===== src/rtl/ex_stage.sv =====
// ex_stage: execute stage with operand forwarding, 64-bit ALU, NZVC flags,
// branch decision/target, and an integrated EX/MEM pipeline register.
// Ports: clk, async active-high reset, enable (stall), flush (bubble),
//   ID/EX data + control inputs, forwarding selects/data,
//   EX/MEM registered outputs, flags_out {N,Z,V,C}.
// Optional: define EX_EARLY_BRANCH_EN to expose early_taken/early_target
//   (combinational branch outputs for fetch redirect).
module ex_stage (
   input  logic        clk,
   input  logic        reset,
   input  logic        enable,
   input  logic        flush,
   input  logic [63:0] reg1_in,
   input  logic [63:0] reg2_in,
   input  logic [63:0] imm_in,
   input  logic [63:0] pc_plus4_in,
   input  logic [4:0]  rd_in,
   input  logic [2:0]  alu_op_in,
   input  logic        alu_src_in,
   input  logic        flag_write_in,
   input  logic        is_cbz_in,
   input  logic        is_blt_in,
   input  logic        mem_read_in,
   input  logic        mem_write_in,
   input  logic        take_branch_in,
   input  logic        uncond_branch_in,
   input  logic        reg_branch_in,
   input  logic        reg_write_in,
   input  logic        mem_to_reg_in,
   input  logic        link_write_in,
   input  logic [1:0]  fwd_a_sel,
   input  logic [1:0]  fwd_b_sel,
   input  logic [63:0] mem_fwd_data,
   input  logic [63:0] wb_fwd_data,
   output logic [63:0] alu_result_out,
   output logic [63:0] store_data_out,
   output logic [63:0] branch_target_out,
   output logic [63:0] pc_plus4_out,
   output logic [4:0]  rd_out,
   output logic        branch_taken_out,
   output logic        mem_read_out,
   output logic        mem_write_out,
   output logic        reg_write_out,
   output logic        mem_to_reg_out,
   output logic        link_write_out,
`ifdef EX_EARLY_BRANCH_EN
   output logic        early_taken,
   output logic [63:0] early_target,
`endif
   output logic [3:0]  flags_out
);

   logic [63:0] fwd_a;
   logic [63:0] fwd_b;
   logic [63:0] alu_b;
   logic [63:0] res;
   logic        c_flag;
   logic        v_flag;
   logic        cbz_cond;
   logic        blt_cond;
   logic        taken;
   logic [63:0] target;

   // select 2'b11 is reserved and falls back to the ID/EX value
   always_comb begin
      fwd_a = reg1_in;
      case (fwd_a_sel)
         2'b01:   fwd_a = mem_fwd_data;
         2'b10:   fwd_a = wb_fwd_data;
         default: fwd_a = reg1_in;
      endcase
   end

   always_comb begin
      fwd_b = reg2_in;
      case (fwd_b_sel)
         2'b01:   fwd_b = mem_fwd_data;
         2'b10:   fwd_b = wb_fwd_data;
         default: fwd_b = reg2_in;
      endcase
   end

   assign alu_b = alu_src_in ? imm_in : fwd_b;

   // subtract is A + ~B + 1 so C is the ARM-style "no borrow" carry
   always_comb begin
      res    = '0;
      c_flag = 1'b0;
      v_flag = 1'b0;
      case (alu_op_in)
         3'b000: res = alu_b;
         3'b010: begin
            {c_flag, res} = {1'b0, fwd_a} + {1'b0, alu_b};
            v_flag = (fwd_a[63] == alu_b[63]) & (res[63] != fwd_a[63]);
         end
         3'b011: begin
            {c_flag, res} = {1'b0, fwd_a} + {1'b0, ~alu_b} + 65'd1;
            v_flag = (fwd_a[63] != alu_b[63]) & (res[63] != fwd_a[63]);
         end
         3'b100: res = fwd_a & alu_b;
         3'b101: res = fwd_a | alu_b;
         3'b110: res = fwd_a ^ alu_b;
         default: res = '0;
      endcase
   end

   // blt looks at the registered flags, never this instruction's result
   assign cbz_cond = (fwd_b == 64'd0);
   assign blt_cond = flags_out[3] ^ flags_out[1];

   assign taken = uncond_branch_in | reg_branch_in
                | (take_branch_in & ((is_cbz_in & cbz_cond)
                                   | (is_blt_in & blt_cond)));

   assign target = reg_branch_in ? fwd_a
                 : (pc_plus4_in - 64'd4) + {imm_in[61:0], 2'b00};

`ifdef EX_EARLY_BRANCH_EN
   assign early_taken  = taken;
   assign early_target = target;
`endif

   // flush loads even while stalled so a bubble always lands in EX/MEM
   always_ff @(posedge clk or posedge reset) begin
      if (reset) begin
         alu_result_out    <= '0;
         store_data_out    <= '0;
         branch_target_out <= '0;
         pc_plus4_out      <= '0;
         rd_out            <= '0;
         branch_taken_out  <= 1'b0;
         mem_read_out      <= 1'b0;
         mem_write_out     <= 1'b0;
         reg_write_out     <= 1'b0;
         mem_to_reg_out    <= 1'b0;
         link_write_out    <= 1'b0;
         flags_out         <= 4'b0000;
      end else begin
         if (enable | flush) begin
            alu_result_out    <= res;
            store_data_out    <= fwd_b;
            branch_target_out <= target;
            pc_plus4_out      <= pc_plus4_in;
            rd_out            <= rd_in;
            branch_taken_out  <= taken & ~flush;
            mem_read_out      <= mem_read_in & ~flush;
            mem_write_out     <= mem_write_in & ~flush;
            reg_write_out     <= reg_write_in & ~flush;
            mem_to_reg_out    <= mem_to_reg_in & ~flush;
            link_write_out    <= link_write_in & ~flush;
         end
         if (flag_write_in & enable & ~flush)
            flags_out <= {res[63], (res == 64'd0), v_flag, c_flag};
      end
   end

endmodule


===== config.mk =====
export PLATFORM = sky130hd
export DESIGN_NAME = ex_stage
export DESIGN_NICKNAME = d
export VERILOG_FILES = /design/src/rtl/ex_stage.sv
export SDC_FILE = /design/constraint.sdc
export NUM_CORES = 2
export LEC_CHECK = 0
export ABC_AREA = 1
export CORE_MARGIN = 2
export CORE_UTILIZATION = 38
export CTS_CLUSTER_DIAMETER = 40
export DETAILED_ROUTE_END_ITERATION = 6
export HOLD_SLACK_MARGIN = 0.12
export PLACE_DENSITY = 0.65
export SETUP_SLACK_MARGIN = 0.05
export SYNTH_ARGS = -nofsm -noshare
export SYNTH_HDL_FRONTEND = slang
export SYNTH_SLANG_ARGS = --single-unit

===== constraint.sdc =====
create_clock -name clk -period 12.8 [get_ports clk]
set_input_delay 2.56 -clock clk [delete_from_list [all_inputs] [get_ports clk]]
set_output_delay 2.56 -clock clk [all_outputs]
set_load 0.01 [all_outputs]

==> metrics.md <==
| Metric | Value |
|---|---|
| ANT nets after route | 0 |
| Clk sinks | 271 |
| Met2 Track Usage GR | 62.54% |
| GRT Overall Usage | 42.86% |
| Largest net degree at the start of global routing | 192 |
| Worst Hold Class | reg2reg |
| Rel. slew slack | 11.78% |
| Reg clk slew, reported paths | 50 ps |
| Avg Synthesized Cell Area | 5.787 um^2 |
| Routed via count | 44.40k |
| Drt initial violations | 5,802 |
| CTS Buf Count | 59 |
| Total gr overflow | 0 |
| RSZ-0062 raised after global routing | false |
| First-pass GRT wire length | 290,900 um |
| Distinct cells, synth | 60 |
| WS Path Type | in2reg |
| CP max-delay cell | o21ai_0 |
| Fmax | 111.2 MHz |
| Post-synth EDFFs | 0 |
| Clock latency at the later pin of the worst-skew pair | 680 ps |
| Die Ht | 307.6 um |
| Yosys reg bits | 271 |
| Setup TNS | 0 ps |
| Vias in the first global route | 40.55k |
| Die Footprint | 94,630 um^2 |
| Period utilisation layout | 70.26% |
| Setup crit start kind | primary input |
| Syn Nets | 6,802 |
| Met3 Usage GRT | 12.44% |
| TritonCTS clock tree | done |
| Final Setup Violations | 0 |
| Outcome | finished clean |
| Grt peak-use layer | met2 |
| Initial antenna violation count | 33 |
| CP max FO | 56 |
| Period minus WS final | 8993 ps |
| Clock tree buffer depth | 3 |
| H-tree levels | 2 |
| CTS Root Cell | clkbuf_16 |
| Top Ports | 683 |
| GPL Wtd Cong | 1.088 |
| Core outline area | 91,520 um^2 |
| CP Data Required Time | 13,380 ps |
| Layout cells sized above 1 | 4.710% |
| Register area share after synthesis | 19.36% |
| Slowest stage delay, CP | 1050 ps |
| Warnings from Yosys | 0 |
| DR WL/cell | 26.72 um |
| Max Clock Skew | 27.46 ps |
| Final WL | 210,900 um |
| Max-Cap Viols | 0 |
| Setup ws final | 3807 ps |
| Post-synth top cells | nand2_1, inv_1, nor2_1, o21ai_0, nand3_1 |
| Met1 usage | 59.69% |
| P_leak | 0.02332 uW |
| Crit. End Element | flop |
| Power Density | 130.2 nW/um^2 |
| Most used DFF post-synth | dfrtp_1 |
| Async S/R FF share, synth | 100.0% |
| Power, Total | 5860 uW |
| Crit path top cell by count | nand2_1 |
| Via density | 5.624 |
| Final hold violation count | 0 |
| Final #Nets | 7,390 |
| Dominant cell type by area after synthesis | nand2_1 |
| Worst slew pin tran | 1309 ps |
| Bufs and invs on worst path | 7 |
| Arrival @ worst endpoint | 9570 ps |
| Die X | 307.6 um |
| Cells after Synth | 6,053 |
| Pre-CTS setup slack | 3581 ps |
| Setup Buffers After CTS | 0 |
| Standard-cell row count | 111 |
| Initial Utilization | 38.27% |
| CTS resizes | 0 |
| Peak supply drop | 0.1118 mV |
| Hold_buf cts | 0 |
| Synth area leaders | nand2_1, dfrtp_1, ha_1 |
| Post-detail-place hpwl | 175,800 um |
| I/O Buffers | 682 |
| Final max-slew violation count | 0 |
| CP top delay family | buffers and inverters |
| Synthesized area | 35,030 um^2 |
| First-pass detailed-route iteration total | 6 |
| Yosys top cell area share | 21.28% |
| Most common cell in the netlist | nand2_1 |
| DR DRC count | 0 |
| Layout area overhead | 28.50% |
[registers in the layout, summed over array words and instances (netlist names)]
signal	flops
mem_write_out	1
mem_read_out	1
mem_to_reg_out	1
alu_result_out	64
branch_taken_out	1
link_write_out	1
store_data_out	64
reg_write_out	1
rd_out	5
branch_target_out	64
flags_out	4
pc_plus4_out	64
[worst min-delay path, cell delays in order, from the launching register on]
cell and delay [ps]:
dfrtp_1 330, nand2_1 50, nand2_1 50
[area by class of cell]
type / instances / area, um^2
fill: 9713 / 46510
multi-input combinational: 4427 / 22980
timing repair buffer: 751 / 7362
sequential: 271 / 6782
inverter: 1131 / 4262
clock buffer: 70 / 1558
tap: 1186 / 1484
clock inverter: 38 / 539.3
antenna: 21 / 52.55
[worst paths after layout]
kind	start	endpoint	slack, ps	depth (start not counted)
setup / recovery	fwd_a_sel[0]	flags_out[2]	3810	26
hold / removal	alu_result_out[16]	alu_result_out[16]	470	2
setup reg to reg	flags_out[3]	branch_taken_out	11470	6
hold reg to reg	alu_result_out[16]	alu_result_out[16]	470	2
max in group asynchronous	reset	alu_result_out[17]	9040	3
min in group asynchronous	reset	pc_plus4_out[60]	2390	2
[report_power, final]
group          leakage [uW]  internal, uW  switching [uW]
Clock               0.00100          1040             619
Combinational        0.0190           997            2110
Sequential          0.00329           993            94.6
Total                0.0233          3030            2830
[through the flow]
stage | hold slack, ps | util, % | cells | area (um^2)
floorplan | 515.4 | - | 6053 | 35030
global placement | 462.2 | 46.83 | 7766 | 42860
detailed placement | 464.7 | 46.83 | 7766 | 42860
CTS | 477.1 | 49.13 | 7874 | 44960
global route | 490.9 | 49.16 | 7886 | 44990
finish | 471.0 | 49.18 | 7895 | 45010
[routing by layer]
layer,up-vias,share of wire [%]
li1,20290,-
met3,394,12
met2,2689,41
met5,-,0.068
met4,22,4.0
met1,21010,43
[cell families after synthesis]
logic type      Yosys count  share of synthesized area, %
compound gates         1020                         16.74
fa+ha+maj               337                         12.10
xor+xnor                 48                         1.200
simple gates           3018                         35.34
flops                   271                         19.36
buf+inv                1355                         15.15
mux                       4                        0.1143
[placed cells by master (no fill, tap or decap), types with 30 or more instances in the layout]
| master | instances |
|---|---|
| a21oi_1 | 293 |
| a221o_1 | 52 |
| a221oi_1 | 30 |
| buf_4 | 68 |
| clkbuf_16 | 59 |
| clkdlybuf4s50_1 | 680 |
| dfrtp_1 | 271 |
| ha_1 | 330 |
| inv_1 | 1085 |
| inv_2 | 41 |
| nand2_1 | 1986 |
| nand3_1 | 391 |
| nand4_1 | 62 |
| nor2_1 | 448 |
| nor2_2 | 32 |
| nor3_1 | 31 |
| o21ai_0 | 412 |
| o21ai_1 | 61 |
| o22ai_1 | 57 |
| xor2_1 | 34 |
(Power assumes the default switching activity.)
